File: src/rtl/servo_pkg.sv
// rtl/servo_pkg.sv - shared width type, default servo timing constants, clamp helper
package servo_pkg;

  typedef logic [15:0] width_t;

  localparam int DEF_W_MIN     = 1000;
  localparam int DEF_W_MAX     = 2000;
  localparam int DEF_W_NEUTRAL = 1500;
  localparam int DEF_FRAME_US  = 20000;
  localparam int DEF_STEP_US   = 20;

  function automatic width_t clamp_width(input width_t w, input width_t lo, input width_t hi);
    if (w < lo) return lo;
    if (w > hi) return hi;
    return w;
  endfunction

endpackage

File: src/rtl/servo_ramp_ch.sv
// rtl/servo_ramp_ch.sv - one servo channel: target/current width ramp and PWM comparator
module servo_ramp_ch
  import servo_pkg::*;
#(
  parameter int W_NEUTRAL = DEF_W_NEUTRAL,
  parameter int STEP_US   = DEF_STEP_US
) (
  input  logic        clk,
  input  logic        rst,
  input  logic        load,
  input  width_t      load_width,
  input  logic        frame_end,
  input  logic [31:0] frame_cnt,
  output logic        pwm,
  output logic        busy_ch
);

  localparam logic signed [16:0] STEP = 17'(STEP_US);

  width_t             cur;
  width_t             target;
  logic signed [16:0] diff;
  logic signed [16:0] next_cur;

  // Signed 17-bit difference keeps the step direction exact for any 16-bit pair.
  always_comb begin
    diff     = $signed({1'b0, target}) - $signed({1'b0, cur});
    next_cur = $signed({1'b0, target});
    if (diff > STEP)
      next_cur = $signed({1'b0, cur}) + STEP;
    else if (diff < -STEP)
      next_cur = $signed({1'b0, cur}) - STEP;
  end

  always_ff @(posedge clk or posedge rst) begin
    if (rst) begin
      cur    <= 16'(W_NEUTRAL);
      target <= 16'(W_NEUTRAL);
      pwm    <= 1'b0;
    end else begin
      if (load)
        target <= load_width;
      if (frame_end)
        cur <= 16'(next_cur);
      pwm <= (frame_cnt < {16'd0, cur});
    end
  end

  assign busy_ch = (cur != target);

endmodule

File: src/rtl/gesture_servo_ctrl.sv
// rtl/gesture_servo_ctrl.sv - gesture-table driven multi-channel servo PWM controller
module gesture_servo_ctrl
  import servo_pkg::*;
#(
  parameter int NUM_CH    = 5,
  parameter int NUM_GEST  = 8,
  parameter int CLK_HZ    = 50_000_000,
  parameter int FRAME_US  = DEF_FRAME_US,
  parameter int W_MIN     = DEF_W_MIN,
  parameter int W_MAX     = DEF_W_MAX,
  parameter int W_NEUTRAL = DEF_W_NEUTRAL,
  parameter int STEP_US   = DEF_STEP_US
) (
  input  logic                      clk,
  input  logic                      rst,
  input  logic [7:0]                gesture,
  input  logic                      gesture_valid,
  input  logic                      cfg_we,
  input  logic [7:0]                cfg_gest,
  input  logic [$clog2(NUM_CH)-1:0] cfg_ch,
  input  logic [15:0]               cfg_width,
  output logic [NUM_CH-1:0]         pwm_out,
  output logic                      busy,
  output logic                      gest_err
);

  localparam logic [31:0] PRE_LAST   = 32'(CLK_HZ / 1_000_000 - 1);
  localparam logic [31:0] FRAME_LAST = 32'(FRAME_US - 1);
  localparam logic [31:0] NG_U       = 32'(NUM_GEST);
  localparam logic [31:0] NC_U       = 32'(NUM_CH);
  localparam int          GW         = (NUM_GEST > 1) ? $clog2(NUM_GEST) : 1;

  logic [31:0]       pre_cnt;
  logic [31:0]       frame_cnt;
  logic              tick;
  logic              frame_end;
  logic              cfg_ok;
  logic              gest_ok;
  logic [NUM_CH-1:0] busy_vec;
  width_t            tbl [NUM_GEST][NUM_CH];

  assign tick      = (pre_cnt == PRE_LAST);
  assign frame_end = tick && (frame_cnt == FRAME_LAST);
  assign cfg_ok    = ({24'd0, cfg_gest} < NG_U) && (32'(cfg_ch) < NC_U);
  assign gest_ok   = ({24'd0, gesture} < NG_U);

  always_ff @(posedge clk or posedge rst) begin
    if (rst) begin
      pre_cnt   <= '0;
      frame_cnt <= '0;
    end else begin
      pre_cnt <= tick ? '0 : pre_cnt + 32'd1;
      if (tick)
        frame_cnt <= frame_end ? '0 : frame_cnt + 32'd1;
    end
  end

  // Channels read the table combinationally, so a same-cycle write is not yet visible to a load.
  always_ff @(posedge clk or posedge rst) begin
    if (rst) begin
      for (int g = 0; g < NUM_GEST; g++)
        for (int c = 0; c < NUM_CH; c++)
          tbl[g][c] <= 16'(W_NEUTRAL);
    end else if (cfg_we && cfg_ok) begin
      tbl[cfg_gest[GW-1:0]][cfg_ch] <= clamp_width(cfg_width, 16'(W_MIN), 16'(W_MAX));
    end
  end

  always_ff @(posedge clk or posedge rst) begin
    if (rst)
      gest_err <= 1'b0;
    else
      gest_err <= gesture_valid && !gest_ok;
  end

  for (genvar gi = 0; gi < NUM_CH; gi++) begin : g_ch
    width_t ld_w;
    assign ld_w = gest_ok ? tbl[gesture[GW-1:0]][gi] : 16'(W_NEUTRAL);

    servo_ramp_ch #(
      .W_NEUTRAL (W_NEUTRAL),
      .STEP_US   (STEP_US)
    ) u_ch (
      .clk        (clk),
      .rst        (rst),
      .load       (gesture_valid),
      .load_width (ld_w),
      .frame_end  (frame_end),
      .frame_cnt  (frame_cnt),
      .pwm        (pwm_out[gi]),
      .busy_ch    (busy_vec[gi])
    );
  end

  assign busy = |busy_vec;

endmodule

File: config.mk
export PLATFORM = sky130hd
export DESIGN_NAME = gesture_servo_ctrl
export DESIGN_NICKNAME = d
export VERILOG_FILES = /design/src/rtl/servo_pkg.sv /design/src/rtl/servo_ramp_ch.sv /design/src/rtl/gesture_servo_ctrl.sv
export SDC_FILE = /design/constraint.sdc
export NUM_CORES = 2
export LEC_CHECK = 0
export ABC_AREA = 1
export CELL_PAD_IN_SITES_DETAIL_PLACEMENT = 2
export CELL_PAD_IN_SITES_GLOBAL_PLACEMENT = 2
export CORE_MARGIN = 10
export CORE_UTILIZATION = 38
export CTS_CLUSTER_SIZE = 40
export DETAILED_ROUTE_END_ITERATION = 6
export GPL_TIMING_DRIVEN = 0
export MAX_ROUTING_LAYER = met4
export PLACE_DENSITY = 0.88
export SLEW_MARGIN = 20
export SYNTH_ARGS = -nofsm -noshare
export SYNTH_HDL_FRONTEND = slang
export SYNTH_SLANG_ARGS = --single-unit
File: constraint.sdc
create_clock -name clk -period 38.2 [get_ports clk]
set_input_delay 9.55 -clock clk [delete_from_list [all_inputs] [get_ports clk]]
set_output_delay 9.55 -clock clk [all_outputs]
set_load 0.02 [all_outputs]
# Yosys cells after proc, flatten, opt, wreduce, memory -nomap -nowiden
# Index checks and enable logic that the tools add are counted.
# W data, S select, Z words.
dict set report op_classes {
  div 0
  reduce_logical 8
  shifts 0
  n_eq_ne 7
  n_addsub 17
  multipliers 0
  bitwise_logic 3
  muxes 35
  order_cmp 25
}
# op count
set op_table {}
lappend op_table {{$bwmux W640} 1}
lappend op_table {{$mux W16} 21}
lappend op_table {{$bmux W80 S3} 1}
lappend op_table {{$demux W80 S3} 1}
lappend op_table {{$mux W80} 3}
lappend op_table {{$lt A32 B16 Y1} 5}
lappend op_table {{$gt A17 B6 Y1 const B} 5}
lappend op_table {{$lt A17 B6 Y1 const B} 5}
lappend op_table {{$sub A16 B16 Y17} 5}
lappend op_table {{$add A16 B5 Y16 const B} 5}
lappend op_table {{$ne A16 B16 Y1} 5}
lappend op_table {{$sub A16 B5 Y16 const B} 5}
lappend op_table {{$add A32 B1 Y32 const B} 2}
lappend op_table {{$mux W32} 2}
lappend op_table {{$demux W16 S3} 1}
lappend op_table {{$eq A32 B15 Y1 const B} 1}
lappend op_table {{$eq A32 B6 Y1 const B} 1}
lappend op_table {{$gt A16 B11 Y1 const B} 1}
lappend op_table {{$lt A16 B10 Y1 const B} 1}
lappend op_table {{$lt A8 B4 Y1 const B} 2}
lappend op_table {{$ge A4 B4 Y1 const B} 3}
lappend op_table {{$not A3 Y4} 3}
lappend op_table {{$lt A4 B1 Y1 const B} 2}
lappend op_table {{$logic_and A1 B1 Y1} 6}
lappend op_table {{other kinds (4)} 8}
dict set report totals {
  ramBits 0
  memories 0
  mem_bits_ro 0
  latchBits 0
  elab_cells 153
  register_bits 870
}

# Logic depth before layout (Yosys ltp)
dict set report logic_depth {
  depth_word 10
  ltp_mapped 22
  depth_no_buf 21
}

# Cells and area by module
# From an unflattened synthesis, not the netlist that was laid out.
dict set report unflattened {
  cells_unflattened 7673
  hier_area_um2 53602.7
}
# module cells_per_inst n_inst area_each_um2 seq_area_each_um2
set modules_own_cells {}
lappend modules_own_cells {gesture_servo_ctrl 4703 1 34916.0 17992.3}
lappend modules_own_cells {servo_ramp_ch 594 5 3737.3 843.3}

# Worst setup path before layout
# Ideal clock, no wire load.
dict set report synth_timing {
  path_kind {reg-to-output}
  start {register g_ch[2].u_ch.cur[8]}
  end {output port busy}
  stages_incl_launch_ff 9
  required_time_ns 28.650
  arrival_time_ns 2.352
  setup_slack_ns 26.298
  path_cell_list {dfstp_2 > clkbuf_1 > inv_1 > ha_1 > nand2_1 > nor2_1 > and2_1 > nand4_1 > or4_1}
}
dict set report synth_between {
  elab_chain_cells 2
}
# element line_no
set synth_lines {}
lappend synth_lines {{start: declaration} servo_ramp_ch.sv:20} ;# width_t cur;
lappend synth_lines {{start signal: assignment} servo_ramp_ch.sv:37} ;# cur <= 16'(W_NEUTRAL);
lappend synth_lines {{start signal: assignment} servo_ramp_ch.sv:44} ;# cur <= 16'(next_cur);
lappend synth_lines {{$ne A16 B16 Y1} servo_ramp_ch.sv:49} ;# assign busy_ch = (cur != target);
lappend synth_lines {{$reduce_or A5 Y1} gesture_servo_ctrl.sv:95} ;# assign busy = |busy_vec;
lappend synth_lines {{end: declaration} gesture_servo_ctrl.sv:23} ;# output logic busy,
# No other way between the ends.

# Worst setup path after layout
dict set report layout_timing {
  start {register g_ch[0].u_ch.cur[7]}
  end {output port busy}
}
dict set report layout_between {
  elab_chain_cells 2
}
# element line_no
set layout_lines {}
lappend layout_lines {{start: declaration} servo_ramp_ch.sv:20}
lappend layout_lines {{start signal: assignment} servo_ramp_ch.sv:37}
lappend layout_lines {{start signal: assignment} servo_ramp_ch.sv:44}
lappend layout_lines {{$ne A16 B16 Y1} servo_ramp_ch.sv:49}
lappend layout_lines {{$reduce_or A5 Y1} gesture_servo_ctrl.sv:95}
# No other way between the ends.

==> impl_results.md <==
- Status: finished, violations left
- Failing checks: design-rule violations
- Crit path kind: flop to output port
- Max Clock Freq: 0.0714 GHz
- Count of flip-flops with a built-in enable after synthesis: 0
- Highest Signal Layer: met4
- Routed WL: 273,000 um
- Post-synthesis area per instance: 7.37 sq um
- Root Driver: clkbuf_16
- Rel. slew slack: 0.207
- Sequential element share of the synthesized area: 0.445
- Maximum level of the CTS H-tree: 3
- CP max FO: 5
- Number of pins with negative max-slew slack in the final report: 0
- Arrival time worst endpoint: 4450 ps
- Clock sink total: 870
- Syn Nets: 6,990
- Async set or reset register ratio after synthesis: 1.00
- Max-capacitance violation count: 0
- Remaining routing DRC violations: 5
- Post-route worst hold slack: 470 ps
- Cells along the critical path: inv_1 > ha_1 > nand2_1 > nor3_1 > nand4_1 > or4_1 > clkdlybuf4s50_1
- Cell area after technology mapping: 49,900 sq um
- Ratio of cells with drive above 1 in the final layout: 0.0950
- Most numerous cell types in the synthesized netlist: 1,959 x nand2_1, 845 x inv_1, 746 x o21ai_0
- Worst-path clk slew: 60 ps
- CP bufs+invs: 2
- Master of the slowest instance on the critical path: nor3_1
- Initial antenna violation count: 21
- Transition time at the pin with the least slew margin: 1190 ps
- Met2 Wirelength: 127,000 um
- # Post-CTS Setup Buffers: 0
- Portion of the clock cycle consumed by the worst path in the final layout: 0.366
- Final Power: 2.17 mW
- Aggregate global-route resource usage: 0.366
- # nets final: 7,149
- Worst supply voltage drop on vdd: 0.0453 mV
- Pin count of the biggest net entering global routing: 105
- Number of cells after detailed placement: 8,573
- Sum of overflow across all layers after global routing: 0
- Shortest period the worst path allows: 14,000 ps
- Standard-cell rows: 132
- Final Wtd Congestion: 0.938
- Leak pwr: 26.4 nW
- Clock insertion delay at the later pin of the skew report: 780 ps
- Worst-case clock buffer depth: 3
- TritonCTS clock tree: yes
- Flip-flop and latch count after synthesis: 870
- Number of filler cells placed in the layout: 14,900
- Leading cell types by total area after synthesis: dfrtp_1 26%, dfstp_2 18%, nand2_1 15%, o21ai_0 7.5%, inv_1 6.4%
- Total Die Area: 146,000 sq um
- Height of the die: 383 um
- Critical path endpoint category: output port
- Num ports: 46
- TritonCTS Buffers: 103
- Distinct cell type count after synthesis: 56
- Number of buffers added on ports: 41
- Effective utilization at floorplan: 0.384
- Initial DRT Pass Iterations: 7
- DRC violation total after the first TritonRoute iteration: 5,441
- Via count of the first global-routing pass: 59,800
- Cell type with the highest aggregate area in the netlist: dfrtp_1
- Share of Yosys cell area claimed by the top area cell type: 0.261
- Area grow syn2layout: 12.8%
- DR vias: 53,400
- RSZ-0062 raised after global routing: no
- Std-Cell Core Area: 130,000 sq um
- Die span in x: 383 um
- Metal1 wirelength: 100,000 um
- Pwr Density: 38.5 nW/um^2
- Resized cells post-CTS: 0
- Vias per std cell: 6.08
- Number of hold-slack violations in the final timing report: 0
- Total negative slack: 0 ps
- Remaining number of nets flagged by the antenna check after routing: 0
- Synth warn: 0
- Worst stage delay on the critical path: 780 ps
- Synthesized netlist cell count: 6,778
- Class of the most critical hold timing path: flop to flop
- Setup violations, final: 0
- Length of routed met3 wiring: 21,700 um
- Number of non-filler instances in the completed layout: 8,790
- Leading cell type by number of instances after synthesis: nand2_1
- Required time reported for the critical path endpoint: 28,650 ps
- Register-to-register setup slack: 34,210 ps
- Worst clock skew on the final layout: 63.6 ps
- Combined area of the multi-input logic cells: 23,200 sq um
- HPWL after detailed placement: 173,000 um
- Startpoint kind of the worst setup timing path: flop
- Wire length of the first global-routing pass: 397,000 um
- Number of buffers added to fix hold violations after cts: 0
- Register area: 22,200 sq um
- WL/cell: 31.1 um
- Cell family with the largest share of critical-path delay: simple AND/OR/NAND/NOR gates
- Prevailing post-synth register cell: dfrtp_1
[layout make-up]
cell class	instances	area share
clock inverter	44	0.00861
multi-input combinational	4726	0.412
clock buffer	148	0.0519
antenna	24	0.00107
tap	1742	0.0387
timing repair buffer	54	0.0126
sequential	870	0.394
buffer	296	0.0217
inverter	886	0.0591
[worst reg2reg max path, cell delays in order, from the launching register on]
cell and delay, ps:
dfstp_2 520, clkbuf_1 360, inv_1 240, ha_1 440, nand2_1 150, nor2_1 80
o21ai_0 190, o311ai_1 170, a21oi_2 490, inv_1 340, nand2_2 360, buf_4 260
nand3_1 130, nand3_1 100, nand2_1 50
[registers in the layout, indices dropped and copies added, names as in the netlist]
signal            count
g_ch.u_ch.target     80
gest_err              1
frame_cnt            32
g_ch.u_ch.pwm         5
g_ch.u_ch.cur        80
pre_cnt              32
tbl                 640
[power by group]
part           switching [mW]  internal (mW)  total, mW
sequential            0.00645          0.932      0.939
combinational           0.131         0.0351      0.166
clock                   0.488          0.577       1.06
total                   0.625           1.54       2.17
[per-stage QoR]
step	cell area (sq um)	utilization	worst slack (ps)
after floorplan	49900	-	4780
after global placement	52500	0.404	-6890
after detailed placement	52800	0.407	24670
after CTS	56200	0.433	24250
after global routing	56300	0.434	24040
final	56400	0.434	24200
[routing by layer]
layer  track usage  vias to the layer above
met1         0.401                    27200
met5             -                        -
met3        0.0820                     1320
li1              -                    22000
met2         0.590                     2927
met4         0.255                        0
[cells by family (layout without fill, tap and decap cells)]
family / after synthesis / in the layout / share of synthesized area
other: 0 / 24 / 0
AND/OR/NAND/NOR: 3322 / 3322 / 0.279
adder cells (fa/ha/maj): 173 / 173 / 0.0441
buffers and inverters: 1182 / 1428 / 0.0910
AO/OA/AOI/OAI: 1067 / 1067 / 0.113
flip-flops: 870 / 870 / 0.445
XOR/XNOR: 160 / 160 / 0.0281
multiplexers: 4 / 4 / 0.000802
[layout by cell type (no fill, tap or decap), drive strengths merged, types with 5 or more instances in the layout]
master         count
nand2           1981
inv              865
o21ai            749
nand3            543
nor2             528
dfrtp            520
clkbuf           364
dfstp            350
a21oi            229
ha               168
xor2             140
nor3             118
buf               93
nand4             66
clkinv            55
o211ai            44
clkdlybuf4s50     41
nor4              35
nand3b            28
diode             24
xnor2             20
o311ai            11
o31ai             10
and2               8
o21bai             6
bufinv             6
or2                5
fa                 5
[worst paths after layout]
| kind | startpoint | to | cells after the start |
|---|---|---|---|
| worst max-delay path | g_ch[0].u_ch.cur[7]$_DFFE_PP1P_ | busy | 7 |
| worst min-delay path | tbl[594]$_DFFE_PP1P_ | tbl[594]$_DFFE_PP1P_ | 2 |
| worst max register to register | g_ch[2].u_ch.cur[10]$_DFFE_PP1P_ | g_ch[2].u_ch.cur[15]$_DFFE_PP0P_ | 14 |
| worst min register to register | tbl[594]$_DFFE_PP1P_ | tbl[594]$_DFFE_PP1P_ | 2 |
| max in group asynchronous | rst | tbl[583]$_DFFE_PP1P_ | 6 |
| min in group asynchronous | rst | pre_cnt[25]$_DFF_PP0_ | 2 |
(Power assumes the default switching activity.)
